--- config.mk ---
export PLATFORM = sky130hd
export DESIGN_NAME = enc_onehot_stream
export DESIGN_NICKNAME = d
export VERILOG_FILES = /design/src/rtl/enc_onehot_stream.sv
export SDC_FILE = /design/constraint.sdc
export NUM_CORES = 1
export LEC_CHECK = 0
export ABC_AREA = 1
export BUFFER_PORTS_ARGS = -buffer_cell sky130_fd_sc_hd__buf_2
export CAP_MARGIN = 20
export CORE_MARGIN = 2
export CORE_UTILIZATION = 30
export CTS_BUF_LIST = sky130_fd_sc_hd__clkbuf_4 sky130_fd_sc_hd__clkbuf_8 sky130_fd_sc_hd__clkbuf_16
export DETAILED_ROUTE_END_ITERATION = 10
export PLACE_DENSITY = 0.51
export SYNTH_ARGS = -nofsm -noshare
export SYNTH_HDL_FRONTEND = slang
export SYNTH_SLANG_ARGS = --single-unit
--- constraint.sdc ---
create_clock -name clk -period 6 [get_ports clk]
set_clock_uncertainty 0.15 [all_clocks]
set_input_delay 1.8 -clock clk [delete_from_list [all_inputs] [get_ports clk]]
set_output_delay 1.8 -clock clk [all_outputs]
set_load 0.02 [all_outputs]
--- src/rtl/enc_onehot_stream.sv ---
// enc_onehot_stream: handshaked bit-index encoder.
// A request vector is taken in on in_val/in_rdy. Strict mode (in_mode=0) returns
// a single index and flags anything that is not one-hot. Enumerate mode
// (in_mode=1) returns every set bit, lowest first, one index per output beat.
//
//   state | meaning
//   IDLE  | waiting for a vector; in_rdy high, no output pending
//   SEND  | presenting an index for the latched mask; in_rdy low
module enc_onehot_stream #(
    parameter int p_nbits     = 16,
    parameter int p_idx_nbits = $clog2(p_nbits)
) (
    input  logic                   clk,
    input  logic                   reset,
    input  logic                   in_val,
    output logic                   in_rdy,
    input  logic [p_nbits-1:0]     in_msg,
    input  logic                   in_mode,
    output logic                   out_val,
    input  logic                   out_rdy,
    output logic [p_idx_nbits-1:0] out_idx,
    output logic                   out_err,
    output logic                   out_last
);

    typedef enum logic {
        IDLE = 1'b0,
        SEND = 1'b1
    } state_t;

    state_t             state;
    logic [p_nbits-1:0] mask;
    logic               mode;
    logic [p_nbits-1:0] mask_next;

    // Encodes a mask into {idx, err, last} for the given mode. Outputs are
    // registered, so this is evaluated on the value the mask is about to take.
    function automatic logic [p_idx_nbits+1:0] encode(input logic [p_nbits-1:0] v,
                                                      input logic               m);
        logic [p_idx_nbits-1:0] lsb;
        logic                   one;
        lsb = '0;
        for (int i = p_nbits - 1; i >= 0; i--) begin
            if (v[i]) begin
                lsb = p_idx_nbits'(i);
            end
        end
        one = (v != '0) && ((v & (v - p_nbits'(1))) == '0);
        if (!m) begin
            // Non-one-hot input reports index 0, as the fixed encoder did.
            return {(one ? lsb : {p_idx_nbits{1'b0}}), !one, 1'b1};
        end else if (v == '0) begin
            return {{p_idx_nbits{1'b0}}, 1'b1, 1'b1};
        end else begin
            return {lsb, 1'b0, one};
        end
    endfunction

    // Mask with its lowest set bit cleared; a zero mask stays zero.
    always_comb begin
        mask_next = mask & (mask - p_nbits'(1));
    end

    // Input ready only in IDLE and never while reset is held.
    assign in_rdy = (state == IDLE) && !reset;

    // Control FSM, mask/mode registers and registered output fields.
    always_ff @(posedge clk) begin
        if (reset) begin
            state    <= IDLE;
            mask     <= '0;
            mode     <= 1'b0;
            out_val  <= 1'b0;
            out_idx  <= '0;
            out_err  <= 1'b0;
            out_last <= 1'b0;
        end else begin
            case (state)
                IDLE: begin
                    if (in_val) begin
                        state   <= SEND;
                        mask    <= in_msg;
                        mode    <= in_mode;
                        out_val <= 1'b1;
                        {out_idx, out_err, out_last} <= encode(in_msg, in_mode);
                    end
                end
                SEND: begin
                    if (out_rdy) begin
                        mask <= mask_next;
                        if (out_last) begin
                            state    <= IDLE;
                            out_val  <= 1'b0;
                            out_idx  <= '0;
                            out_err  <= 1'b0;
                            out_last <= 1'b0;
                        end else begin
                            {out_idx, out_err, out_last} <= encode(mask_next, mode);
                        end
                    end
                end
                default: begin
                    state   <= IDLE;
                    out_val <= 1'b0;
                end
            endcase
        end
    end

endmodule

* Word-level counts from Yosys, hierarchy flattened
Index checks and enable logic that the tools add are counted.
** Word-level totals
- Register bits :: 25
- Memories :: 0
- Bits of input ports :: 21
- Latch bits :: 0
- Output and inout port bits :: 8
- Word-level logic and storage cells :: 93
- Memory bits (writable) :: 0
- Memory bits (read-only) :: 0
** Cells by class
- Multiplexer cells :: 61
- Bitwise gates (word level) :: 4
- $add $sub $neg :: 3
- Equal/unequal tests :: 3
- Multipliers :: 0
- Shift operators :: 0
- Order comparisons :: 0
- Div/mod/pow operators :: 0
- Reduce and logical (&&, ||, !) cells :: 15
** Operators by type and width (number)
- two-way mux 4 bit :: 37
- logical NOT 16 bit :: 4
- bitwise AND 16 bit :: 3
- subtractor 16 x 1 -> 16 bit, second input constant :: 3
- two-way mux 16 bit :: 2
- one-hot mux 16 bit (2 select lines) :: 1
- nonzero test 16 bit :: 2
- two-way mux 6 bit :: 4
- two-way mux 1 bit :: 12
- one-hot mux 1 bit (2 select lines) :: 4
- one-hot mux 4 bit (2 select lines) :: 1
- != test 2 bit, second input constant :: 3
- AND reduction 2 bit :: 2
- logical AND 1 bit :: 3
- logical NOT 1 bit :: 3
- AND reduction 3 bit :: 1
- inverter 1 bit :: 1

* Logic depth before layout (Yosys ltp)
Gate-level depths: netlist of the first run.
- Word-level depth :: 23
- Mapped depth :: 21
- Gate-level depth less buffers :: 21

* Worst setup path after synthesis of the first run
OpenSTA, ideal clock, no wires.
- Path kind :: input -> output
- From :: input port reset
- To :: output port in_rdy
- Data required time :: 4050 ps
- Data arrival time :: 2080 ps
- Path buffers :: 0
- Setup slack :: 1970 ps
- Stages :: 1
- Cell sequence :: nor2_1
** Between the ends
- Cells in the longest elaborated chain, start to end :: 2
** RTL lines
- start, declared :: RTL line 14 : input logic reset,
- logical NOT 1 bit :: RTL line 65 : assign in_rdy = (state == IDLE) && !reset;
- logical AND 1 bit :: RTL line 65
- end, declared :: RTL line 16 : output logic in_rdy,
No other way between the ends.

* Worst setup path after layout of the first run
Ends and elaborated chain as after synthesis.

==> impl_metrics.toml, run 1 <==
[logic_synthesis]
async_flop_share_pct = 0
synth_edf_count = 0
synth.area.top_cells = "dfxtp_1 (24%), nand2_1 (17%), o21ai_0 (9.8%)"
synth_warnings = 0
netlist_instances = 356
yosysUniqueCellTypes = 30
yosysMostFrequentCell = "nand2_1"
syn_nets = 377
ys_ff_latch = 25
syn_avg_cell_area_sq_um = 5.77
synth_area_leader_cell = "dfxtp_1"
yosysTopAreaCellShare_pct = 24.4
seq_area_frac_synth_pct = 24.4
syn_area_sq_um = 2050
netlist_top_cells_count = "nand2_1 (95), inv_1 (50), o21ai_0 (40)"
ys.flop_type = "dfxtp_1"

[floorplanning]
die_h_microns = 86.7
start_util_pct = 30.6
coreArea_sq_um = 6720
rows = 30
dieArea_sq_um = 7520
fp.dieW_microns = 86.7
ioPinCount = 29

[setup_path]
max_stage_delay_ps = 170
path_cells = "buf_2 -> nor2_1 -> buf_2"
start_kind = "primary input"
cp_slowest_cell = "buf_2"
worst_setup_path_end_kind = "output pin"
critPathArrivalTime_ps = 2160
cp_top_family = "buffers and inverters"
critPathKind = "primary input to output pin"
reg2reg_from = "mask[4]"
critPathRequiredTime_ps = 4050
cp_num_buf_inv = 2
path_max_fanout = 4
critPathLaunch = "reset"
crit_path_frequent_cell = "buf_2"

[routing]
wl_per_cell_microns = 13.2
wirelength_microns = 6100
drt_iter0_markers = 115
firstDrtPassIters = 4
viasPerCell = 4.92
drc = 0
detail-route-antenna-nets = 0
num_vias = 2268

[clock_network]
cts_max_level = 1
path_clk_slew_ps = 90
clk_latency_ps = 270
cts_root_buf = "clkbuf_8"
ctsResizeCount = 0
cts_made_buffers = 3
postCtsSetupBuffers = 0
cts.sink_count = 25
tritoncts = "done"
cts_buffer_depth = 2
cts_hold_buf = 0

[final_layout]
area_growth_pct = 13.2
antenna_cells = 0
drive_gt1_share_pct = 16.3
multi_input_area_sq_um = 1310
fillers = 782
nets = 403
seqCellArea_sq_um = 500

[global_route]
grt_max_degree = 27
grt_pass1_vias = 2101
grt_usage_pct = 17.1
overflow = 0
antenna_found_initial = 0
grt_pass1_wl_microns = 10200

[placement]
place.gp.congestion = 0.874
place_ws_ps = 1890
portBuffers = 28
dp_hpwl_microns = 4930

[pwr]
p_int_mw = 0.309
power.static_leakage_nw = 1.19
powerDensity_nw_per_um2 = 230
netSwitchingFraction_pct = 42.0
vdd_drop_max_mv = 0.0699
p_seq_share_pct = 37.3
p_clk_share_pct = 20.3
p_sw_mw = 0.224
combinationalPowerShare_pct = 42.5

[sta]
period_minus_slack_ps = 4110
maxSlewViolCount = 0
rsz0062_at_grt = "no"
fin_tns_setup_ps = 0
tightest_slew_ps = 652
relSlewSlack_pct = 56.5
hold_viol = 0
fin_ws_ps = 1890
clock.fmax_mhz = 243
fin_crit_sh_pct = 68.5
setup_viol = 0

[min_path]
min_from = "out_val"
hold_path.class = "register to register"

[flow_run]
maxCapViolCount = 0

[outcome]
status = "completed"
## power groups by stage
stage	logic, mW	registers, mW	clock network [mW]
after global placement	0.226	0.203	0
after detailed placement	0.227	0.203	0
after floorplan	0.163	0.203	0
final	0.227	0.199	0.108
after global routing	0.256	0.202	0.118
after CTS	0.228	0.199	0.109
## final timing paths
| kind | end | slack (ps) | cells past startpoint |
|---|---|---|---|
| worst max-delay path | in_rdy | 1890 | 3 |
| worst min-delay path | out_val | 340 | 2 |
| worst max register to register | out_idx[0] | 3500 | 13 |
| worst min register to register | out_val | 340 | 2 |
## worst register-to-register path, stage by stage (launching register included)
cell	delay, ps
dfxtp_1	370
nor2_2	160
nand3_1	130
nand2_1	160
inv_1	100
nor3_4	180
nand2_2	130
o21ai_1	160
o21ai_1	110
nor2_1	140
nand4_2	160
a21oi_2	240
nand2_1	130
a21oi_2	120
## kinds of logic after synthesis
logic type             share of synthesized area (%)
AO/OA/AOI/OAI                                   27.8
buffers and inverters                           11.9
flip-flops                                      24.4
AND/OR/NAND/NOR                                 36.0
## layout by cell type, fill, tap and decap left out, types with 3 or more instances in the layout
master,netlist,final
nand2_1,95,95
inv_1,50,50
o21ai_0,40,40
nor2_1,36,36
buf_2,0,28
dfxtp_1,25,25
a21oi_1,24,24
nand3_1,13,13
o211ai_1,8,8
o21bai_1,7,7
nand2_2,7,7
nor2_2,5,5
o21ai_1,5,5
nor2_4,4,4
nor3_1,4,4
a21oi_2,4,4
clkinv_1,3,3
inv_2,3,3
clkbuf_8,0,3
## per-stage QoR
step	util, %	power, mW	hold slack (ps)	std cells	instance area (sq um)
final	34.6	0.534	341	461	2320
after floorplan	-	0.367	316	356	2050
after CTS	34.6	0.536	346	461	2320
after global placement	33.9	0.429	320	457	2270
after global routing	34.6	0.576	379	461	2320
after detailed placement	33.9	0.430	328	457	2270
## routing by layer
metal  vias up  wire length, microns  track usage, %
met1      1012                  3050            24.0
met3         4                   216           0.857
met2        47                  2790            28.6
met5         -                     0               0
met4         0                    46            4.12
li1       1205                     -               -
## final cells by class
| class | count | share of cell area [%] |
|---|---|---|
| multi-input combinational | 266 | 56.3 |
| clock buffer | 4 | 2.10 |
| timing repair buffer | 30 | 6.68 |
| inverter | 56 | 9.05 |
| tap | 80 | 4.31 |
| sequential | 25 | 21.5 |
## sequential cells by signal, summed over array words and instances (netlist names)
signal,cells
out_val,1
out_idx,4
out_err,1
mask,16
mode,1
out_last,1
state,1
No activity file was read; power rests on OpenSTA's default activity.
==> inputs of run 2 (changes only) <==
- ABC_AREA: 1 -> 0
- clock period: 6 -> 4.18 ns (I/O delays scaled with it)
==> impl_metrics.toml, run 2 <==
[logic_synthesis]
syn_avg_cell_area_sq_um = 6.83
yosysMostFrequentCell = "nor2_1"
seq_area_frac_synth_pct = 21.1
synth.area.top_cells = "dfxtp_1 (21%), nor2_1 (7.1%), a21oi_1 (5.7%)"
synth_area_leader_cell = "dfxtp_1"
ys_ff_latch = 25
synth_warnings = 0
yosysTopAreaCellShare_pct = 21.1
netlist_instances = 347
syn_nets = 368
yosysUniqueCellTypes = 62
syn_area_sq_um = 2370
async_flop_share_pct = 0
netlist_top_cells_count = "nor2_1 (45), nand2_1 (35), a21oi_1 (27)"
ys.flop_type = "dfxtp_1"
synth_edf_count = 0

[placement]
portBuffers = 28
dp_hpwl_microns = 5950
place.gp.congestion = 0.828

[sta]
hold_viol = 0
fin_tns_setup_ps = 0
period_minus_slack_ps = 3360
rsz0062_at_grt = "no"
maxSlewViolCount = 0
fin_crit_sh_pct = 80.4
tightest_slew_ps = 756
setup_viol = 0
relSlewSlack_pct = 48.9
clock.fmax_mhz = 298

[clock_network]
postCtsSetupBuffers = 0
cts_hold_buf = 0
cts_root_buf = "clkbuf_8"
ctsResizeCount = 0
cts_buffer_depth = 2
tritoncts = "done"
path_clk_slew_ps = 80
cts.sink_count = 25
cts_made_buffers = 3
cts_max_level = 1
clk_latency_ps = 270

[setup_path]
worst_setup_path_end_kind = "register"
path_max_fanout = 7
cp_slowest_cell = "nor4_1"
reg2reg_to = "out_idx[3]"
path_cells = "buf_2 -> nor4_1 -> a41oi_1 -> nor4_1 -> o211ai_1 -> nand2b_1 -> a41oi_1 -> or3_1 -> o41ai_2"
start_kind = "primary input"
critPathKind = "primary input to register"
max_stage_delay_ps = 600
cp_num_buf_inv = 1
reg2reg_from = "mask[0]"
critPathArrivalTime_ps = 3380
ff2ff_path_depth = 9
cp_top_family = "simple AND/OR/NAND/NOR gates"
rrSetupSlack_ps = 950
critPathRequiredTime_ps = 4200

[pwr]
p_seq_share_pct = 39.3
power_mw = 0.742
vdd_drop_max_mv = 0.117
powerDensity_nw_per_um2 = 280
power.static_leakage_nw = 0.982
netSwitchingFraction_pct = 39.6
p_clk_share_pct = 20.0
p_int_mw = 0.448
p_sw_mw = 0.294
combinationalPowerShare_pct = 40.6

[min_path]
min_from = "mode"
holdPathStages = 2
min_to = "mode"
hold_path.class = "register to register"

[final_layout]
antenna_cells = 0
final_common_cell = "nor2_1"
largest_register = "mask"
reg_top3 = "mask (16), out_idx (4)"
final_util_pct = 34.5
multi_input_area_sq_um = 1720
fillers = 864
area_growth_pct = 12.1
drive_gt1_share_pct = 15.5
largest_register_ffs = 16
seqCellArea_sq_um = 500
nets = 383
mostFrequentLayoutCells = "nor2_1 (45), nand2_1 (35), buf_2 (28)"

[routing]
wl_per_cell_microns = 16.8
detail-route-antenna-nets = 0
firstDrtPassIters = 5
wirelength_microns = 7760
viasPerCell = 5.70
drt_iter0_markers = 162
drc = 0
num_vias = 2638

[global_route]
grt.met1_usage_pct = 28.2
antenna_found_initial = 0
overflow = 0
grt_max_degree = 28
use_met2_pct = 27.8
grt_pass1_vias = 2416
grt_usage_pct = 18.5
grt_pass1_wl_microns = 12900
grt_util_met3_pct = 2.93
busiest_layer = "met1"

[flow_run]
maxCapViolCount = 0

[floorplanning]
die_h_microns = 92.9
fp.dieW_microns = 92.9
coreArea_sq_um = 7690
start_util_pct = 30.8
rows = 32
ioPinCount = 29
dieArea_sq_um = 8620

[outcome]
status = "completed"
-- run 2: changes by cell type in the layout (fill, tap and decap cells not counted), moves of 8 or more --
cell | before | now
buf_4 | 2 | 11
o21ai_0 | 40 | 26
inv_1 | 50 | 10
a22oi_1 | 0 | 8
nor3_1 | 4 | 15
nor2_1 | 36 | 45
nand2_1 | 95 | 35
-- run 2: how the worst max path moves through the flow --
stage / start / end / slack, ps / depth (start not counted)
final: in_msg[9] / out_idx[3] / 820 / 9
after global routing: in_msg[9] / out_idx[0] / 600 / 9
after CTS: in_msg[9] / out_idx[3] / 850 / 9
after detailed placement: in_msg[9] / out_idx[3] / 560 / 9
after global placement: in_msg[9] / out_idx[3] / 650 / 9
after floorplan: in_msg[2] / out_idx[3] / 730 / 9
-- run 2: metrics by stage --
| stage | instance area (sq um) | std cells | hold WS (ps) | setup slack, ps |
|---|---|---|---|---|
| final | 2660 | 463 | 320 | 819 |
| after global routing | 2660 | 463 | 351 | 599 |
| after CTS | 2660 | 463 | 324 | 849 |
| after detailed placement | 2610 | 459 | 311 | 555 |
| after global placement | 2610 | 459 | 304 | 648 |
| after floorplan | 2370 | 347 | 286 | 734 |
-- run 2: layer usage --
layer | vias up | wire length, microns
met5 | - | 0
li1 | 1333 | -
met3 | 8 | 347
met1 | 1228 | 3920
met2 | 69 | 3400
met4 | 0 | 89
-- run 2: cell families (layout without fill, tap and decap cells) --
logic type | Yosys count | count (layout) | synth area share (%)
fa+ha+maj | 7 | 7 | 2.96
mux | 1 | 1 | 0.423
buf+inv | 39 | 53 | 6.34
simple gates | 142 | 142 | 30.4
xor+xnor | 1 | 1 | 0.370
flops | 25 | 25 | 21.1
compound gates | 132 | 132 | 38.4
-- run 2: cell type report --
type	count	area share [%]
Multi-Input combinational cell	283	64.7
Sequential cell	25	18.9
Timing Repair Buffer	39	8.39
Tap cell	102	4.81
Clock buffer	4	1.84
Inverter	10	1.41
-- run 2: tightest hold or removal path, cell delays in order (launching register included) --
cell and delay [ps]:
dfxtp_1 320, nand2_1 50, a21oi_1 50
-- run 2: power by group through the flow --
stage / Clock [mW] / Sequential [mW] / Combinational, mW
3_5_place_dp: 0 / 0.298 / 0.298
2_1_floorplan: 0 / 0.278 / 0.222
6_report: 0.149 / 0.292 / 0.302
5_1_grt: 0.166 / 0.297 / 0.337
4_1_cts: 0.157 / 0.292 / 0.300
3_3_place_gp: 0 / 0.298 / 0.298
